**src/rtl/addsub_pkg.sv**
```systemverilog
// Shared definitions for the adder_sub result capture path.
// Holds the datapath width, opcode encodings, the buffered result
// payload and the signed-overflow helper used by RTL and scoreboards.
package addsub_pkg;

  localparam int unsigned ADDSUB_W = 4;

  localparam logic OP_ADD = 1'b0;
  localparam logic OP_SUB = 1'b1;

  // One buffered result with its derived status flags.
  typedef struct packed {
    logic [ADDSUB_W-1:0] sum;
    logic                carry;
    logic                borrow;
    logic                zero;
    logic                ovf;
    logic                sub;
  } result_t;

  // Two's-complement overflow: operands of equal effective sign yielding
  // a result of the opposite sign. B is inverted by the adder on subtract.
  function automatic logic calc_ovf(input logic a_msb, input logic b_msb,
                                    input logic control, input logic sum_msb);
    logic b_eff;
    b_eff = b_msb ^ control;
    return (a_msb == b_eff) & (sum_msb != a_msb);
  endfunction

endpackage

```
**src/rtl/addsub_result_stage_flag_calc.sv**
```systemverilog
// Purely combinational status flag derivation for one adder_sub result.
// Ports:
//   sum, carry       : adder_sub out / carry_out
//   a_msb, b_msb     : operand sign bits (b raw, before inversion)
//   control          : 0 = add, 1 = subtract
//   borrow_c, zero_c, ovf_c : derived flags
module addsub_result_stage_flag_calc
  import addsub_pkg::*;
#(
  parameter int unsigned WIDTH = ADDSUB_W
) (
  input  logic [WIDTH-1:0] sum,
  input  logic             carry,
  input  logic             a_msb,
  input  logic             b_msb,
  input  logic             control,
  output logic             borrow_c,
  output logic             zero_c,
  output logic             ovf_c
);

  // On subtract the adder computes a + ~b + 1, so no carry means a borrow.
  assign borrow_c = (control == OP_SUB) & ~carry;
  assign zero_c   = ~|sum;
  assign ovf_c    = calc_ovf(a_msb, b_msb, control, sum[WIDTH-1]);

endmodule

```
**src/rtl/addsub_result_stage.sv**
```systemverilog
// Registered capture stage behind the adder_sub datapath.
// Accepts results under valid/ready, stores them with derived flags in a
// small FIFO and keeps a saturating count of signed-overflow results.
// Ports:
//   clk, rst                 : clock, synchronous active-high reset
//   in_valid / in_ready      : upstream handshake (ready = not full)
//   in_sum, in_carry         : adder_sub result
//   in_a_msb, in_b_msb       : operand sign bits
//   in_control               : 0 = add, 1 = subtract
//   out_valid / out_ready    : downstream handshake on the head entry
//   out_result .. out_sub    : head entry fields (zero while empty)
//   ovf_count                : saturating overflow event counter
module addsub_result_stage
  import addsub_pkg::*;
#(
  parameter int unsigned WIDTH = ADDSUB_W,
  parameter int unsigned DEPTH = 2,
  parameter int unsigned CNT_W = 8
) (
  input  logic             clk,
  input  logic             rst,
  input  logic             in_valid,
  output logic             in_ready,
  input  logic [WIDTH-1:0] in_sum,
  input  logic             in_carry,
  input  logic             in_a_msb,
  input  logic             in_b_msb,
  input  logic             in_control,
  output logic             out_valid,
  input  logic             out_ready,
  output logic [WIDTH-1:0] out_result,
  output logic             out_carry,
  output logic             out_borrow,
  output logic             out_zero,
  output logic             out_ovf,
  output logic             out_sub,
  output logic [CNT_W-1:0] ovf_count
);

  localparam int unsigned PTR_W  = (DEPTH > 1) ? $clog2(DEPTH) : 1;
  localparam int unsigned FILL_W = $clog2(DEPTH + 1);

  logic [PTR_W-1:0]  wr_ptr;
  logic [PTR_W-1:0]  rd_ptr;
  logic [FILL_W-1:0] fill;
  result_t           mem [DEPTH];

  logic    push;
  logic    pop;
  logic    borrow_c;
  logic    zero_c;
  logic    ovf_c;
  result_t entry;
  result_t head;

  addsub_result_stage_flag_calc #(
    .WIDTH (WIDTH)
  ) u_flag_calc (
    .sum      (in_sum),
    .carry    (in_carry),
    .a_msb    (in_a_msb),
    .b_msb    (in_b_msb),
    .control  (in_control),
    .borrow_c (borrow_c),
    .zero_c   (zero_c),
    .ovf_c    (ovf_c)
  );

  // Ready comes only from registered occupancy, so a full buffer refuses a
  // push even when the consumer pops in the same cycle.
  assign in_ready  = ~rst & (fill < FILL_W'(DEPTH));
  assign out_valid = (fill != '0);
  assign push      = in_valid & in_ready;
  assign pop       = out_valid & out_ready;

  always_comb begin
    entry        = '0;
    entry.sum    = ADDSUB_W'(in_sum);
    entry.carry  = in_carry;
    entry.borrow = borrow_c;
    entry.zero   = zero_c;
    entry.ovf    = ovf_c;
    entry.sub    = in_control;
  end

  // Occupancy and pointers; power-of-two depth lets pointers wrap naturally.
  always_ff @(posedge clk) begin
    if (rst) begin
      wr_ptr <= '0;
      rd_ptr <= '0;
      fill   <= '0;
    end else begin
      if (push) wr_ptr <= wr_ptr + PTR_W'(1);
      if (pop)  rd_ptr <= rd_ptr + PTR_W'(1);
      case ({push, pop})
        2'b10:   fill <= fill + FILL_W'(1);
        2'b01:   fill <= fill - FILL_W'(1);
        default: fill <= fill;
      endcase
    end
  end

  // Storage is written only on an accepted push, so ignored inputs never land.
  always_ff @(posedge clk) begin
    if (push) mem[wr_ptr] <= entry;
  end

  // Saturating overflow event counter.
  always_ff @(posedge clk) begin
    if (rst) begin
      ovf_count <= '0;
    end else if (push && entry.ovf && !(&ovf_count)) begin
      ovf_count <= ovf_count + CNT_W'(1);
    end
  end

  // Head entry is masked to zero while empty so stale storage never shows.
  always_comb begin
    head = '0;
    if (out_valid) head = mem[rd_ptr];
  end

  assign out_result = WIDTH'(head.sum);
  assign out_carry  = head.carry;
  assign out_borrow = head.borrow;
  assign out_zero   = head.zero;
  assign out_ovf    = head.ovf;
  assign out_sub    = head.sub;

endmodule

```
**config.mk**
```make
export PLATFORM = sky130hd
export DESIGN_NAME = addsub_result_stage
export DESIGN_NICKNAME = d
export VERILOG_FILES = /design/src/rtl/addsub_pkg.sv /design/src/rtl/addsub_result_stage_flag_calc.sv /design/src/rtl/addsub_result_stage.sv
export SDC_FILE = /design/constraint.sdc
export NUM_CORES = 1
export LEC_CHECK = 0
export CAP_MARGIN = 20
export CORE_MARGIN = 10
export CORE_UTILIZATION = 52
export DETAILED_ROUTE_END_ITERATION = 12
export HOLD_SLACK_MARGIN = 0.05
export PLACE_DENSITY_LB_ADDON = 0.2
export SLEW_MARGIN = 20
export SYNTH_ARGS = -nofsm -noshare
export SYNTH_HDL_FRONTEND = slang
export SYNTH_SLANG_ARGS = --single-unit
export TNS_END_PERCENT = 5
```
**constraint.sdc**
```tcl
create_clock -name clk -period 4 [get_ports clk]
set_clock_uncertainty 0.15 [all_clocks]
set_input_delay 0.6 -clock clk [delete_from_list [all_inputs] [get_ports clk]]
set_output_delay 0.6 -clock clk [all_outputs]
set_load 0.01 [all_outputs]
```
==> flow_summary.json <==
{
  "status": "finished clean",
  "grtUsageTotal": 0.120,
  "synthAdderAreaFrac": 0.0182,
  "synth_xor_area_frac": 0.0319,
  "synth_flop_cell": "edfxtp_1",
  "cp_top_family": "simple AND/OR/NAND/NOR gates",
  "vias_per_cell": 5.62,
  "rows": 18,
  "synth_commonest_cells": "nor2_1 (19), edfxtp_1 (18), dfxtp_1 (13)",
  "rsz0062_at_grt": "false",
  "grt_first_pass_wirelength_um": 4960,
  "relSlewSlack": 0.506,
  "cts_max_level": 2,
  "fin_nets": 168,
  "synthCells": 120,
  "p_per_area_nw_per_um2": 487,
  "total_leakage_power_nw": 0.586,
  "post_cts_resize_count": 0,
  "grt_overflow_total": 0,
  "final.period_utilization": 0.660,
  "required_ps": 3250,
  "diodes": 0,
  "worst_slew_pin_slew_ps": 738,
  "drv_slew": 0,
  "yosysTopAreaCellShare": 0.394,
  "die_x_um": 71.4,
  "post_cts_buffers": 0,
  "fmax_ghz": 0.379,
  "wl_per_cell_um": 16.1,
  "clk_latency_ps": 330,
  "post-route-min-period_ps": 2640,
  "fin_util": 0.698,
  "cts_made_buffers": 5,
  "crit_type": "register to primary output",
  "yosysWarnings": 0,
  "cts_tree": "done",
  "hold_ws_ps": 369,
  "syn-num-nets": 134,
  "max_stage_delay_ps": 590,
  "drcViolationCount": 0,
  "cts_hold_buf": 0,
  "place_congestion": 0.806,
  "crit_buf_inv": 1,
  "ioPinCount": 31,
  "grt_max_degree": 14,
  "arrival_ps": 1890,
  "drt-pass1-iter-count": 4,
  "hpwl_um": 2150,
  "crit_chain": "nor2_1 > nor2_1 > clkdlybuf4s50_1",
  "hold_path.class": "register to register",
  "clk_pin_slew_worst_paths_ps": 90,
  "total_power_mw": 0.849,
  "synth_compound_area_frac": 0.109,
  "synthMuxAreaShare": 0.0738,
  "antenna_found_initial": 0,
  "synthArstFlopShare": 0,
  "synth_top_family_by_area": "simple AND/OR/NAND/NOR gates",
  "ys_ff_latch": 31,
  "synth.most_common_cell": "nor2_1",
  "synth_edf_count": 18,
  "areaGrowthSynthToFinish_pct": 27.1,
  "grt_pass1_vias": 1058,
  "port_buffers": 30,
  "ys_seq_area_frac": 0.583,
  "yosys.area_share.simple": 0.144,
  "die_h_um": 71.4,
  "ir_drop_v": 0.000390,
  "cpMostUsedCell": "nor2_1",
  "fin_tns_setup_ps": 0,
  "start_util": 0.549,
  "drive_above_1_share": 0.0839,
  "num_vias": 1040,
  "synth_top_area_cell": "edfxtp_1",
  "synth.avg_cell_area_um2": 11.4,
  "ant_nets": 0,
  "num-fill-cells": 186,
  "cts.sinks": 31,
  "ys_types": 35,
  "maxCapViolCount": 0,
  "hold_viol_final": 0,
  "cp_max_fo": 11,
  "design_area_um2": 1740,
  "routed_wl_um": 2970,
  "synth_area_leaders": "edfxtp_1 (39%), dfxtp_1 (19%), mux2i_1 (6.6%), nor2_1 (5.2%), o311ai_0 (1.9%)",
  "place_area_um2": 1700,
  "drtIter0Drc": 60,
  "synth_area_um2": 1370,
  "die_area_um2": 5090,
  "clock_path_buffers": 2,
  "critPathCaptureType": "primary output",
  "setup_violations": 0,
  "critPathLaunchType": "register",
  "core_um2": 2500,
  "slowest_stage": "nor2_1",
  "cts_root_buf": "clkbuf_4"
}
metrics by stage:
stage | std cells | worst slack, ps
floorplan | 120 | 1810
global placement | 177 | 1190
detailed placement | 177 | 1100
CTS | 185 | 1300
global route | 185 | 1160
finish | 185 | 1360
worst reg2reg max path, cell delays in order (launching register included):
cell and delay [ps]:
dfxtp_1 350, nor2_1 590, nor2b_1 170, ha_1 360, or3_2 490, a21oi_1 150
flip-flops by register name, summed over array words and instances (netlist names), named ones only:
name,flops
ovf_count,8
rd_ptr,1
fill,2
mem,18
wr_ptr,1
final timing paths:
path | startpoint | to | slack, ps | depth (start not counted)
setup reg to reg | fill[0]$_SDFFE_PP0P_ | fill[1]$_SDFFE_PP0P_ | 1690 | 5
hold / removal | rd_ptr$_SDFFE_PP0P_ | register | 370 | 2
setup / recovery | fill[0]$_SDFFE_PP0P_ | out_ovf | 1360 | 3
hold reg to reg | rd_ptr$_SDFFE_PP0P_ | register | 370 | 2
cell usage in the layout (no fill, tap or decap), types with 2 or more instances in the layout:
cell              n
a21oi_1           5
a311oi_1          2
a31oi_1           3
clkbuf_4          5
clkdlybuf4s50_1  30
clkinv_1          2
dfxtp_1          13
edfxtp_1         18
ha_1              2
inv_1             6
mux2i_1           9
nand2_1           2
nand2b_1          2
nand3_1           3
nand4_1           2
nor2_1           19
nor2b_1           3
o21ai_0           2
o311ai_0          3
o41ai_1           3
xnor2_1           3
xor2_1            2
logic make-up (layout without fill, tap and decap cells):
group | Yosys count | after routing
DFF | 31 | 31
buffers and inverters | 11 | 46
xor gates and xnor gates | 5 | 5
muxes | 10 | 10
AOI/OAI and AO/OA | 21 | 21
and+or+nand+nor | 40 | 40
adders and majority gates | 2 | 2
where the power goes:
part,total [mW],switching [mW],internal [mW],leakage (nW)
clock network,0.169,0.104,0.0650,0.0273
registers,0.402,0.0317,0.370,0.272
logic,0.279,0.130,0.149,0.287
total,0.849,0.266,0.584,0.586
routing by layer:
layer  vias up  wire length (um)  track usage
li1        512                 -            -
met1       482              1130        0.123
met2        39              1500        0.203
met3         7               284       0.0606
met4         0                57       0.0516
met5         -                 0            0
cell type report:
type	instances	area, um2	area share
Clock buffer	6	41.3	0.0237
Inverter	7	31.3	0.0179
Sequential cell	31	801	0.459
Clock inverter	2	7.51	0.00430
Timing Repair Buffer	31	308	0.176
Tap cell	30	37.5	0.0215
Multi-Input combinational cell	78	518	0.297
Power figures use the tool's default switching activity.
